--- src/rtl/csr_access_ctrl.sv ---
`default_nettype none
// ============================================================================
// Module   : csr_access_ctrl
// Brief    : Sequences one CSR read-modify-write per request (read, write,
//            respond). Define CSR_CTRL_RO_CHECK_EN to reject writes to the
//            read-only CSR space (addr[11:10] == 2'b11, needs ADDR_W >= 12).
// Revision : 1.0 - initial release
// ============================================================================
module csr_access_ctrl #(
    parameter int ADDR_W = 12,
    parameter int DATA_W = 32
) (
    input  logic              clk,
    input  logic              rst_n,
    input  logic              req_valid_i,
    output logic              req_ready_o,
    input  logic [1:0]        req_op_i,
    input  logic              req_imm_i,
    input  logic [ADDR_W-1:0] req_addr_i,
    input  logic [DATA_W-1:0] req_rs1_i,
    input  logic [4:0]        req_zimm_i,
    output logic [ADDR_W-1:0] csr_raddr_o,
    input  logic [DATA_W-1:0] csr_rdata_i,
    output logic [ADDR_W-1:0] csr_waddr_o,
    output logic [DATA_W-1:0] csr_wdata_o,
    output logic              csr_wr_o,
    output logic              rsp_valid_o,
    output logic [DATA_W-1:0] rsp_data_o,
    output logic              rsp_illegal_o,
    input  logic              rsp_ready_i
);

    localparam logic [1:0] c_OP_RW = 2'b01;
    localparam logic [1:0] c_OP_RS = 2'b10;
    localparam logic [1:0] c_OP_RC = 2'b11;

    typedef enum logic [1:0] {
        S_IDLE  = 2'd0,
        S_READ  = 2'd1,
        S_WRITE = 2'd2,
        S_RESP  = 2'd3
    } state_t;

    state_t              r_state;
    logic [1:0]          r_op;
    logic                r_imm;
    logic [ADDR_W-1:0]   r_addr;
    logic [DATA_W-1:0]   r_rs1;
    logic [4:0]          r_zimm;
    logic [DATA_W-1:0]   r_old;
    logic                r_illegal;

    logic [DATA_W-1:0]   w_operand;
    logic [DATA_W-1:0]   w_new;
    logic                w_suppress;
    logic                w_ro_hit;
    logic                w_illegal;
    logic                w_do_write;

    // Evaluated during READ, when csr_rdata_i holds the old value.
    always_comb begin
        w_operand  = r_imm ? {{(DATA_W-5){1'b0}}, r_zimm} : r_rs1;
        w_suppress = ((r_op == c_OP_RS) || (r_op == c_OP_RC)) && (r_zimm == 5'd0);
        case (r_op)
            c_OP_RW: w_new = w_operand;
            c_OP_RS: w_new = csr_rdata_i | w_operand;
            c_OP_RC: w_new = csr_rdata_i & ~w_operand;
            default: w_new = '0;
        endcase
`ifdef CSR_CTRL_RO_CHECK_EN
        w_ro_hit   = (r_addr[11:10] == 2'b11) && !w_suppress;
`else
        w_ro_hit   = 1'b0;
`endif
        w_illegal  = (r_op == 2'b00) || w_ro_hit;
        w_do_write = !w_illegal && !w_suppress;
    end

    assign csr_raddr_o = r_addr;
    assign csr_waddr_o = r_addr;

    always_ff @(posedge clk or negedge rst_n) begin
        if (!rst_n) begin
            r_state       <= S_IDLE;
            r_op          <= 2'b00;
            r_imm         <= 1'b0;
            r_addr        <= '0;
            r_rs1         <= '0;
            r_zimm        <= 5'd0;
            r_old         <= '0;
            r_illegal     <= 1'b0;
            req_ready_o   <= 1'b1;
            csr_wdata_o   <= '0;
            csr_wr_o      <= 1'b0;
            rsp_valid_o   <= 1'b0;
            rsp_data_o    <= '0;
            rsp_illegal_o <= 1'b0;
        end else begin
            case (r_state)
                S_IDLE: begin
                    if (req_valid_i && req_ready_o) begin
                        r_op        <= req_op_i;
                        r_imm       <= req_imm_i;
                        r_addr      <= req_addr_i;
                        r_rs1       <= req_rs1_i;
                        r_zimm      <= req_zimm_i;
                        req_ready_o <= 1'b0;
                        r_state     <= S_READ;
                    end
                end
                S_READ: begin
                    r_old       <= csr_rdata_i;
                    r_illegal   <= w_illegal;
                    csr_wdata_o <= w_new;
                    csr_wr_o    <= w_do_write;
                    r_state     <= S_WRITE;
                end
                S_WRITE: begin
                    csr_wr_o      <= 1'b0;
                    rsp_valid_o   <= 1'b1;
                    rsp_data_o    <= r_illegal ? '0 : r_old;
                    rsp_illegal_o <= r_illegal;
                    r_state       <= S_RESP;
                end
                S_RESP: begin
                    if (rsp_ready_i) begin
                        rsp_valid_o <= 1'b0;
                        req_ready_o <= 1'b1;
                        r_state     <= S_IDLE;
                    end
                end
                default: begin
                    r_state <= S_IDLE;
                end
            endcase
        end
    end

endmodule
`default_nettype wire

--- config.mk ---
export PLATFORM = sky130hd
export DESIGN_NAME = csr_access_ctrl
export DESIGN_NICKNAME = d
export VERILOG_FILES = /design/src/rtl/csr_access_ctrl.sv
export SDC_FILE = /design/constraint.sdc
export NUM_CORES = 1
export LEC_CHECK = 0
export BUFFER_PORTS_ARGS = -buffer_cell sky130_fd_sc_hd__buf_2
export CAP_MARGIN = 10
export CORE_AREA = 2 2 149 108
export DETAILED_ROUTE_END_ITERATION = 8
export DIE_AREA = 0 0 151 110
export GPL_ROUTABILITY_DRIVEN = 0
export GPL_TIMING_DRIVEN = 0
export PLACE_DENSITY = 0.75
export RECOVER_POWER = 50
export SLEW_MARGIN = 0
export SYNTH_ARGS = -nofsm -noshare
export SYNTH_HDL_FRONTEND = slang
export SYNTH_SLANG_ARGS = --single-unit
export TNS_END_PERCENT = 5
--- constraint.sdc ---
create_clock -name clk -period 1.5 [get_ports clk]
set_clock_uncertainty 0.05 [all_clocks]
set_input_delay 0.225 -clock clk [delete_from_list [all_inputs] [get_ports clk]]
set_output_delay 0.225 -clock clk [all_outputs]
set_load 0.01 [all_outputs]
======== Yosys cells after proc, flatten, opt, wreduce, memory -nomap -nowiden ========
Cells that the tools add are included.
storage, ports and cells
  bits in registers ....................... 155
  bits of input ports ..................... 88
  output and inout bits ................... 92
  logic and storage cells ................. 53
operators by class
  equality and inequality tests ........... 8
  muxes and demuxes ....................... 12
  bitwise gates (word level) .............. 3
  reduce and logical (&&, ||, !) cells .... 16
operator list
  operator                                                                number
  32-bit one-hot mux with 3 select lines                                  1
  32-bit two-way mux                                                      2
  32-bit AND                                                              1
  32-bit inverter                                                         1
  32-bit bitwise OR                                                       1
  2-bit equality test (second input constant)                             4
  2-bit one-hot mux with 4 select lines                                   1
  1-bit one-hot mux with 2 select lines                                   3
  2-bit AND reduction                                                     3
  2-bit nonzero test                                                      3
  5-bit logical NOT                                                       1
  2-bit by 1-bit equality test with 1-bit output (second input constant)  2
  2-bit logical NOT                                                       2
  2-bit two-way mux                                                       2
  2-bit != test (second input constant)                                   2
  1-bit logical AND                                                       3
  1-bit two-way mux                                                       3
  3-bit AND reduction                                                     1
  1-bit logical NOT                                                       2
  1-bit logical OR                                                        1

======== Logic depth before layout (Yosys ltp) ========
Gate-level depths: netlist of run 1.
  depth after elaboration ................. 6
  depth in mapped cells ................... 7
  depth with buffers taken out ............ 5

======== Worst setup path before layout of run 1 ========
OpenSTA, ideal clock, no wires.
  path type ............................... register to register
  start ................................... register r_state[0]
  end ..................................... register r_addr[0], in the netlist csr_raddr_o[0]
  setup time .............................. 0.125 ns
  arrival time ............................ 1.364 ns
  required time ........................... 1.325 ns
  setup slack ............................. -0.039 ns
  cell stages (with the launch flop) ...... 6
  path buffers ............................ 1
  period minus slack after synthesis ...... 1.539 ns
  cells stage by stage .................... dfrtp_1 > inv_1 > ha_1 > nand3_2 > buf_6 > mux2_4
on the way
  longest elaborated chain between the ends .. 2
ends and longest elaborated chain
  item                           RTL line  source
  from (decl)                    44        state_t r_state;
  from (signal assigned)         84        r_state <= S_IDLE;
  from (signal assigned)         108       r_state <= S_READ;
  from (signal assigned)         116       r_state <= S_WRITE;
  2-bit logical NOT              99        case (r_state)
  2-bit AND reduction (no line)  n/a
  to (signal assigned)           104       r_addr <= req_addr_i;
  to (decl)                      47        logic [ADDR_W-1:0] r_addr;
No other way between the ends.
A chain may end at the register's enable or synchronous reset.

======== Worst setup path after layout of run 1 ========
  start ................................... register r_state[1]
  end ..................................... register r_zimm[1]
on the way
  longest elaborated chain between the ends .. 2
ends and longest elaborated chain
  item                           RTL line  source
  2-bit logical NOT              99
  2-bit AND reduction (no line)  n/a
  to (signal assigned)           106       r_zimm <= req_zimm_i;
  to (decl)                      49        logic [4:0] r_zimm;
No other way between the ends.

==> impl_metrics.env, run 1 <==
export IMPL_clk_pin_slew_ns=0.06
export IMPL_p_seq_share_pct=34.7
export IMPL_start_util_pct=47.2
export IMPL_powerDensity_nw_per_um2=2190
export IMPL_fin_util_pct=66.1
export IMPL_totalWireLength_um=19500
export IMPL_slew_limit_headroom_pct=55.9
export IMPL_tns_ns=-9.68
export IMPL_p_leak_uw=0.00475
export IMPL_tritoncts="done"
export IMPL_max_clock_path_buffers=2
export IMPL_dr_pass1_iters=4
export IMPL_synth_cells=606
export IMPL_nets=960
export IMPL_clk_latency_ns=0.41
export IMPL_port_buffers=179
export IMPL_yosys_area_top_type_share_pct=54.0
export IMPL_post_synth_top_count_cell="dfrtp_1"
export IMPL_route_vias_total=5539
export IMPL_violations="negative setup slack"
export IMPL_syn_area_um2=7140
export IMPL_period_share_pct=110
export IMPL_rsz0062_at_grt="true"
export IMPL_antenna_found_initial=0
export IMPL_ys_flop_type="dfrtp_1"
export IMPL_syn_nets=699
export IMPL_rows=38
export IMPL_ant_nets=0
export IMPL_yosysSeqAreaShare_pct=54.3
export IMPL_grt_use_met3_pct=4.94
export IMPL_combPwrFrac_pct=44.2
export IMPL_gr_usage_met2_pct=36.9
export IMPL_yosysTopAreaCell="dfrtp_1"
export IMPL_drive_above_1_share_pct=37.3
export IMPL_holdWs_ns=0.0129
export IMPL_grt_overflow_total=0
export IMPL_htreeDepth=4
export IMPL_crit_path_start_kind="register"
export IMPL_fin_ws_ns=-0.152
export IMPL_maxCapViolCount=0
export IMPL_syn_avg_cell_area_um2=11.8
export IMPL_yosysWarningCount=0
export IMPL_post_dp_hpwl_um=12300
export IMPL_die_w_um=151
export IMPL_grt_max_degree=85
export IMPL_grt_pass1_wl_um=29200
export IMPL_grt_busiest_layer="met2"
export IMPL_async_flop_share_pct=100
export IMPL_remaining_drc_errors=0
export IMPL_vias_per_cell=5.13
export IMPL_end_kind="register"
export IMPL_switchingPower_uw=7790
export IMPL_drt_iter0_markers=223
export IMPL_grt_pass1_vias=5497
export IMPL_power_internal_uw=14100
export IMPL_status="finished, violations left"
export IMPL_fmax_ghz=0.605
export IMPL_core_area_um2=15100
export IMPL_finalHoldViolations=0
export IMPL_crit_type="reg -> reg"
export IMPL_fp_dieH_um=110
export IMPL_ys_seq_elements=155
export IMPL_finalSetupViolCount=138
export IMPL_irDropWorstVdd_mv=1.18
export IMPL_synth_common_cells="dfrtp_1, mux2_4, o21ai_1, inv_1, mux2_2"
export IMPL_min_period_ns=1.65
export IMPL_path_max_fanout=6
export IMPL_die_area_um2=16600
export IMPL_post_synth_num_cell_types=31
export IMPL_synth_edf_count=0
export IMPL_syn_to_final_growth_pct=40.0
export IMPL_met1_usage_pct=32.8
export IMPL_cp_arrival_ns=1.90
export IMPL_grt_total_usage_pct=23.3
export IMPL_ctsRootBufferMaster="clkbuf_16"
export IMPL_clockPowerShare_pct=21.1
export IMPL_swShare_pct=35.6
export IMPL_numCtsBuffers=17
export IMPL_cts_sinks=155
export IMPL_slew_viol_final=0
export IMPL_antenna_cells=0
export IMPL_hold_path_class="in -> reg"
export IMPL_io_pins=180
export IMPL_synth_area_leaders="dfrtp_1, mux2_4, mux2_2"
export IMPL_cp_required_ns=1.75
export IMPL_worstMarginPinSlew_ns=0.662
export IMPL_wl_per_cell_um=18.0
## worst paths after layout
check	start	end	slack [ns]	cells past startpoint
hold reg to reg	r_old[5]$_DFFE_PN0N_	rsp_data_o[5]$_DFFE_PN0P_	0.43	2
setup reg to reg	r_state[1]$_DFFE_PN0P_	r_zimm[1]$_DFFE_PN0P_	-0.15	6
max in group asynchronous	rst_n	req_ready_o$_DFFE_PN1P_	0.21	3
min in group asynchronous	rst_n	rsp_data_o[6]$_DFFE_PN0P_	0.33	2
hold / removal	req_rs1_i[16]	r_rs1[16]$_DFFE_PN0P_	0.01	2
setup / recovery	r_state[1]$_DFFE_PN0P_	r_zimm[1]$_DFFE_PN0P_	-0.15	6
## flip-flops by register name (all words and copies together), names as in the netlist
signal         flops
csr_raddr_o       12
csr_wdata_o       32
csr_wr_o           1
r_illegal          1
r_imm              1
r_old             32
r_op               2
r_rs1             32
r_state            2
r_zimm             5
req_ready_o        1
rsp_data_o        32
rsp_illegal_o      1
rsp_valid_o        1
## cell type report
type	instances	area, µm²
fillers	1185	5120
flip-flops and latches	155	3880
multi-input cells	364	3070
repair buffers	243	1520
plain buffers	49	507
clock buffers	20	447
well taps	200	250
clock inverters	12	186
inverters	37	141
## per-stage QoR
step                      setup slack, ns  instances  power [µW]  area (µm²)
after global placement              -2.18        985       15400        8300
after floorplan                  -0.00388        606       12800        7150
after detailed placement           -0.488        986       15700        8330
final                              -0.152       1080       21900       10000
after global routing               -0.208       1080       23100       10000
after CTS                          -0.120       1072       21100        9690
## power by group through the flow
stage               logic, µW  clock network [µW]  registers [µW]
floorplan                5250                   0            7580
global placement         8010                   0            7400
detailed placement       8200                   0            7460
CTS                      8960                4670            7450
global route            10400                4850            7810
finish                   9670                4600            7580
## cell families (layout without fill, tap and decap cells)
logic type,Yosys count,after routing,synth area share (%)
adder cells (fa/ha/maj),5,5,0.876
AND/OR/NAND/NOR,137,137,11.3
multiplexers,94,94,17.4
AO/OA/AOI/OAI,128,128,9.71
buffers and inverters,87,361,6.32
flip-flops,155,155,54.3
## routing by layer
metal	wire length (µm)	vias up
met5	0	-
met4	269	0
met3	1300	21
met2	8970	207
met1	8940	2712
li1	-	2599
## layout by cell type (no fill, tap or decap), drive strengths merged, types with 3 or more instances in the layout
master and n:
nor3b 28, inv 40, nor2 4, o21ai 63, a21oi 30, nand2b 32
bufinv 4, ha 5, a31oi 27, dfrtp 154, o211ai 5, nand2 35
nor2b 28, dlygate4sd3 45, buf 177, clkbuf 89, mux2 93, clkinv 3
nand3 6
## critical path: stages (launching register included)
cell and delay [ns]:
dfrtp_1 0.41, inv_2 0.14, ha_4 0.16, nand3_4 0.14
buf_4 0.18, clkbuf_16 0.15, mux2_4 0.29
## repair_timing
action / 4_1_cts / 5_1_grt
pin swaps: 7 / 12
setup endpoints to repair: 148 / 150
resized for setup: 59 / 67
cloned: 2 / 1
hold buffers: 40 / 5
buffers inserted: 12 / 3
endpoints found under the hold margin: 110 / 5
(Power assumes the default switching activity.)
==> run 2: changes to the inputs <==
--- a/config.mk
+++ b/config.mk
@@ -7,12 +7,12 @@
 export LEC_CHECK = 0
 export BUFFER_PORTS_ARGS = -buffer_cell sky130_fd_sc_hd__buf_2
 export CAP_MARGIN = 10
-export CORE_AREA = 2 2 149 108
+export CORE_AREA = 2 2 125 127
 export DETAILED_ROUTE_END_ITERATION = 8
-export DIE_AREA = 0 0 151 110
+export DIE_AREA = 0 0 127 129
 export GPL_ROUTABILITY_DRIVEN = 0
 export GPL_TIMING_DRIVEN = 0
-export PLACE_DENSITY = 0.75
+export PLACE_DENSITY = 0.76
 export RECOVER_POWER = 50
 export SLEW_MARGIN = 0
 export SYNTH_ARGS = -nofsm -noshare
==> run 2 against run 1 <==
- the run still ends with negative setup slack left
- final area grew 3.8%
- die area shrank 1.4%
- total power grew 4.0%
- wire length grew 5.9%
- highest routed layer unchanged
- sequential share of layout area shrank 1.4 points
- global-route usage grew 1.0 points
- non-clock buffer count grew 23
==> impl_metrics.env, run 2 (synthesis gave the netlist of run 1 again) <==
export IMPL_layout_commonest_cell="dfrtp_1"
export IMPL_ctsRootBufferMaster="clkbuf_16"
export IMPL_whs_path_depth=2
export IMPL_finalHoldViolations=0
export IMPL_worstMarginPinSlew_ns=0.730
export IMPL_vias_per_cell=5.15
export IMPL_syn_to_final_growth_pct=45.4
export IMPL_die_area_um2=16400
export IMPL_htreeDepth=4
export IMPL_wl_per_cell_um=19.0
export IMPL_tritoncts="done"
export IMPL_period_share_pct=109
export IMPL_port_buffers=179
export IMPL_dr_pass1_iters=4
export IMPL_clk_pin_slew_ns=0.06
export IMPL_hold_path_class="in -> reg"
export IMPL_core_area_um2=15000
export IMPL_switchingPower_uw=8040
export IMPL_slew_viol_final=0
export IMPL_grt_total_usage_pct=24.3
export IMPL_cp_cell_sequence="inv_2, ha_4, nand3_4, buf_12, buf_12, mux2_4"
export IMPL_ant_nets=0
export IMPL_grt_overflow_total=0
export IMPL_grt_pass1_wl_um=30600
export IMPL_p_leak_uw=0.00493
export IMPL_drive_above_1_share_pct=38.7
export IMPL_finalSetupViolCount=116
export IMPL_clk_latency_ns=0.43
export IMPL_cp_slowest_stage_delay_ns=0.42
export IMPL_crit_path_start_kind="register"
export IMPL_hp_start="csr_rdata_i[21]"
export IMPL_antenna_cells=0
export IMPL_antenna_found_initial=0
export IMPL_crit_top_cell="buf_12"
export IMPL_grt_pass1_vias=5704
export IMPL_irDropWorstVdd_mv=1.23
export IMPL_r2r_start="r_state[1]$_DFFE_PN0P_"
export IMPL_post_dp_hpwl_um=12100
export IMPL_totalWireLength_um=20600
export IMPL_nets=983
export IMPL_violations="negative setup slack"
export IMPL_max_clock_path_buffers=2
export IMPL_holdPathEnd="r_old[21]$_DFFE_PN0N_"
export IMPL_remaining_drc_errors=0
export IMPL_r2r_end="r_rs1[20]$_DFFE_PN0P_"
export IMPL_cp_required_ns=1.75
export IMPL_status="finished, violations left"
export IMPL_end_kind="register"
export IMPL_io_pins=180
export IMPL_start_util_pct=47.7
export IMPL_die_w_um=127
export IMPL_cp_arrival_ns=1.88
export IMPL_swShare_pct=35.4
export IMPL_rows=45
export IMPL_route_vias_total=5602
export IMPL_slowest_stage="dfrtp_1"
export IMPL_fin_util_pct=69.3
export IMPL_crit_type="reg -> reg"
export IMPL_cts_sinks=155
export IMPL_drt_iter0_markers=329
export IMPL_slew_limit_headroom_pct=51.3
export IMPL_numCtsBuffers=17
export IMPL_p_seq_share_pct=33.3
export IMPL_rsz0062_at_grt="true"
export IMPL_powerDensity_nw_per_um2=2190
export IMPL_path_max_fanout=10
export IMPL_n_fill_cell=1107
export IMPL_fin_ws_ns=-0.128
export IMPL_rr_worst_depth=6
export IMPL_r2r_setup_slack_ns=-0.13
export IMPL_min_period_ns=1.63
export IMPL_power_internal_uw=14700
export IMPL_fp_dieH_um=129
export IMPL_post_place_ws_ns=-0.523
export IMPL_maxCapViolCount=0
export IMPL_grt_max_degree=81
export IMPL_combPwrFrac_pct=46.6
export IMPL_clockPowerShare_pct=20.0
export IMPL_fmax_ghz=0.614
export IMPL_most_common_layout_cells="dfrtp_1, buf_2, mux2_4, dlygate4sd3_1, clkbuf_1"
## run 2: cell types whose count changed in the layout (fill, tap and decap cells not counted), sizes merged
| cell | delta |
|---|---|
| dlygate4sd3 | +17 |
| buf | +6 |
| inv | -3 |
| clkbuf | +2 |
| clkinv | -2 |
## run 2: area by class of cell
| cell class | count | area (µm²) | share of cell area [%] |
|---|---|---|---|
| Sequential cell | 155 | 3880 | 37.4 |
| Multi-Input combinational cell | 364 | 3160 | 30.5 |
| Timing Repair Buffer | 265 | 1790 | 17.2 |
| Buffer | 50 | 559 | 5.39 |
| Clock buffer | 22 | 474 | 4.57 |
| Tap cell | 188 | 235 | 2.27 |
| Inverter | 37 | 141 | 1.36 |
| Clock inverter | 7 | 140 | 1.35 |
## run 2: timing repair
| item | in CTS | in global routing |
|---|---|---|
| pin swaps | 3 | 17 |
| resized for setup | 60 | 95 |
| gates cloned | 1 | 7 |
| endpoints found under the hold margin | 134 | 1 |
| setup endpoints to repair | 148 | 150 |
| hold buffers | 61 | 1 |
| setup buffers | 9 | 6 |
## run 2: worst max path at each step
stage | startpoint | endpoint | slack [ns] | depth (start not counted)
2_1_floorplan | r_state[1]$_DFFE_PN0P_ | csr_wdata_o[22]$_DFFE_PN0N_ | -0.004 | 7
3_3_place_gp | rst_n | rsp_data_o[18]$_DFFE_PN0P_ | -2.20 | 1
3_5_place_dp | r_state[1]$_DFFE_PN0P_ | csr_wdata_o[28]$_DFFE_PN0N_ | -0.52 | 6
4_1_cts | r_state[1]$_DFFE_PN0P_ | r_rs1[14]$_DFFE_PN0P_ | -0.09 | 6
5_1_grt | r_state[0]$_DFFE_PN0P_ | rsp_data_o[23]$_DFFE_PN0P_ | -0.17 | 7
6_report | r_state[1]$_DFFE_PN0P_ | r_rs1[20]$_DFFE_PN0P_ | -0.13 | 6
## run 2: power groups by stage
stage / clock network [µW] / logic [µW] / registers (µW)
6_report: 4560 / 10600 / 7580
5_1_grt: 4790 / 11400 / 7780
4_1_cts: 4580 / 9020 / 7370
3_5_place_dp: 0 / 8240 / 7410
3_3_place_gp: 0 / 8070 / 7350
2_1_floorplan: 0 / 5250 / 7580
## run 2: layer usage
layer  GRT usage (%)  vias up  wire [µm]
met5               0        -          0
li1                -     2633          -
met1            30.4     2775       8880
met3            5.20       21        965
met2            42.9      173      10500
met4            6.79        0        235
## run 2: through the flow
stage,TNS [ns],total power [µW],hold WS [ns],instance area (µm²),cells
floorplan,-0.0740,12800,-0.121,7150,606
finish,-7.78,22700,0.0102,10400,1088
global placement,-373.96,15400,0.405,8280,973
CTS,-7.32,21000,0.000685,9840,1074
global route,-14.84,24000,0.00313,10400,1088
detailed placement,-38.22,15700,0.248,8320,974
## run 2: worst max-delay path: cells and delay by family (launching register included)
family,cells,cell delay (ns)
buffers and inverters,3,0.45
DFF,1,0.42
muxes,1,0.31
adders and majority gates,1,0.16
and+or+nand+nor,1,0.11
==> run 3: changes to the inputs <==
==> constraint.sdc (replaced) <==
create_clock -name clk -period 1.5 [get_ports clk]
set_clock_uncertainty 0.05 [all_clocks]
set_input_delay 0.225 -clock clk [delete_from_list [all_inputs] [get_ports clk]]
set_output_delay 0.225 -clock clk [all_outputs]
set_load 0.1 [all_outputs]
==> run 3 against run 2 <==
- the run still ends with negative setup slack left
- core utilization rose by 0.45 points
- count of clock-buffer cells in the layout fell by 1
- cell count rose by 0.92%
- hold slack improved by 0.0049 ns
- fmax rose by 1.9%
- non-clock buffer count rose by 7
- first-iteration DRC count rose by 23%
- final area rose by 0.65%
- worst setup slack improved by 0.031 ns
- largest cell class unchanged
==> impl_metrics.env, run 3 (synthesis gave the netlist of run 1 again) <==
export IMPL_totalWireLength_um=20300
export IMPL_start_util_pct=47.7
export IMPL_min_period_ns=1.60
export IMPL_slew_viol_final=0
export IMPL_die_area_um2=16400
export IMPL_holdWs_ns=0.0151
export IMPL_remaining_drc_errors=0
export IMPL_numCtsBuffers=17
export IMPL_cp_required_ns=1.75
export IMPL_fmax_ghz=0.626
export IMPL_end_kind="register"
export IMPL_core_area_um2=15000
export IMPL_cp_arrival_ns=1.85
export IMPL_grt_pass1_wl_um=31300
export IMPL_grt_max_degree=91
export IMPL_nets=990
export IMPL_post_dp_hpwl_um=12200
export IMPL_slowest_stage="dfrtp_1"
export IMPL_path_max_fanout=10
export IMPL_violations="negative setup slack"
export IMPL_grt_pass1_vias=5831
export IMPL_ctsRootBufferMaster="clkbuf_16"
export IMPL_worstMarginPinSlew_ns=0.822
export IMPL_period_share_pct=106
export IMPL_die_w_um=127
export IMPL_clk_pin_slew_ns=0.07
export IMPL_port_buffers=179
export IMPL_wl_per_cell_um=18.5
export IMPL_post_place_ws_ns=-0.481
export IMPL_slew_limit_headroom_pct=45.2
export IMPL_most_common_layout_cells="dfrtp_1, buf_2, dlygate4sd3_1, buf_4, mux2_4"
export IMPL_route_vias_total=5727
export IMPL_maxCapViolCount=0
export IMPL_syn_to_final_growth_pct=46.3
export IMPL_layout_commonest_cell="dfrtp_1"
export IMPL_fin_cells=1098
export IMPL_finalHoldViolations=0
export IMPL_ant_nets=0
export IMPL_vias_per_cell=5.22
export IMPL_drt_iter0_markers=406
export IMPL_drive_above_1_share_pct=41.9
export IMPL_max_clock_path_buffers=2
export IMPL_grt_overflow_total=0
export IMPL_fin_ws_ns=-0.0968
export IMPL_fp_dieH_um=129
export IMPL_rsz0062_at_grt="true"
export IMPL_status="finished, violations left"
export IMPL_crit_top_cell="buf_12"
export IMPL_grt_total_usage_pct=24.9
export IMPL_hold_path_class="in -> reg"
export IMPL_rows=45
export IMPL_clk_latency_ns=0.42
export IMPL_cp_cell_sequence="inv_2, ha_4, nand3_4, buf_12, buf_12, mux2_4"
export IMPL_crit_path_start_kind="register"
export IMPL_io_pins=180
export IMPL_cts_sinks=155
export IMPL_place_inst=974
export IMPL_htreeDepth=4
export IMPL_dr_pass1_iters=5
export IMPL_cp_slowest_stage_delay_ns=0.42
export IMPL_finalSetupViolCount=122
export IMPL_crit_type="reg -> reg"
export IMPL_tritoncts="done"
export IMPL_antenna_cells=0
export IMPL_antenna_found_initial=0
==> run 3: cell types whose count changed in the layout (fill, tap and decap cells not counted), sizes merged <==
cell / change
clkbuf: -12
buf: +8
clkinvlp: +1
dlygate4sd3: +11
bufinv: -1
clkinv: +4
bufbuf: -1
==> run 3: routing by layer <==
metal | vias to the layer above | GRT usage, % | part of all wire [%]
met5 | - | 0 | 0
met3 | 38 | 5.74 | 4.8
met2 | 204 | 43.1 | 52
met4 | 0 | 8.66 | 2.1
li1 | 2652 | - | -
met1 | 2833 | 31.0 | 41
==> run 3: worst max-delay path: cells and delay by family, from the launching register on <==
| family | cells | cell delay (ns) |
|---|---|---|
| and+or+nand+nor | 1 | 0.08 |
| adders and majority gates | 1 | 0.17 |
| muxes | 1 | 0.30 |
| buffers and inverters | 3 | 0.43 |
| DFF | 1 | 0.42 |
==> run 3: per-stage QoR <==
| stage | utilization, % | cell area (µm²) | TNS, ns |
|---|---|---|---|
| floorplan | - | 7150 | -6.30 |
| global placement | 55.3 | 8290 | -373.75 |
| detailed placement | 55.5 | 8320 | -43.78 |
| CTS | 67.4 | 10100 | -6.67 |
| global route | 69.8 | 10400 | -13.73 |
| finish | 69.8 | 10400 | -5.76 |
==> run 3: area by class of cell <==
| cell class | instances | area (µm²) |
|---|---|---|
| fillers | 1064 | 4530 |
| flip-flops and latches | 155 | 3890 |
| clock buffers | 21 | 480 |
| inverters | 37 | 141 |
| plain buffers | 50 | 532 |
| clock inverters | 11 | 141 |
| repair buffers | 272 | 2120 |
| well taps | 188 | 235 |
| multi-input cells | 364 | 2910 |
==> run 3: final timing paths <==
path                                   startpoint                           to  slack [ns]  cells past startpoint
setup / recovery           r_state[1]$_DFFE_PN0P_         r_rs1[8]$_DFFE_PN0P_        -0.1                      6
hold / removal                     csr_rdata_i[5]         r_old[5]$_DFFE_PN0N_        0.02                      2
setup reg to reg           r_state[1]$_DFFE_PN0P_         r_rs1[8]$_DFFE_PN0P_        -0.1                      6
hold reg to reg             r_old[27]$_DFFE_PN0N_   rsp_data_o[27]$_DFFE_PN0P_        0.42                      2
max in group asynchronous                   rst_n  csr_wdata_o[31]$_DFFE_PN0N_        0.18                      3
min in group asynchronous                   rst_n  csr_raddr_o[10]$_DFFE_PN0P_        0.39                      2
==> run 3: what timing repair did <==
action	CTS	global route
buffers inserted	7	10
gates resized for setup	109	89
pin swaps	12	4
endpoints found under the setup margin	192	208
hold buffers	72	1
cloned	1	1
endpoints found under the hold margin	159	1
Power of run 3 is not shown: default switching activity piles up to over one toggle a cycle in this logic, so the estimate is an artifact.
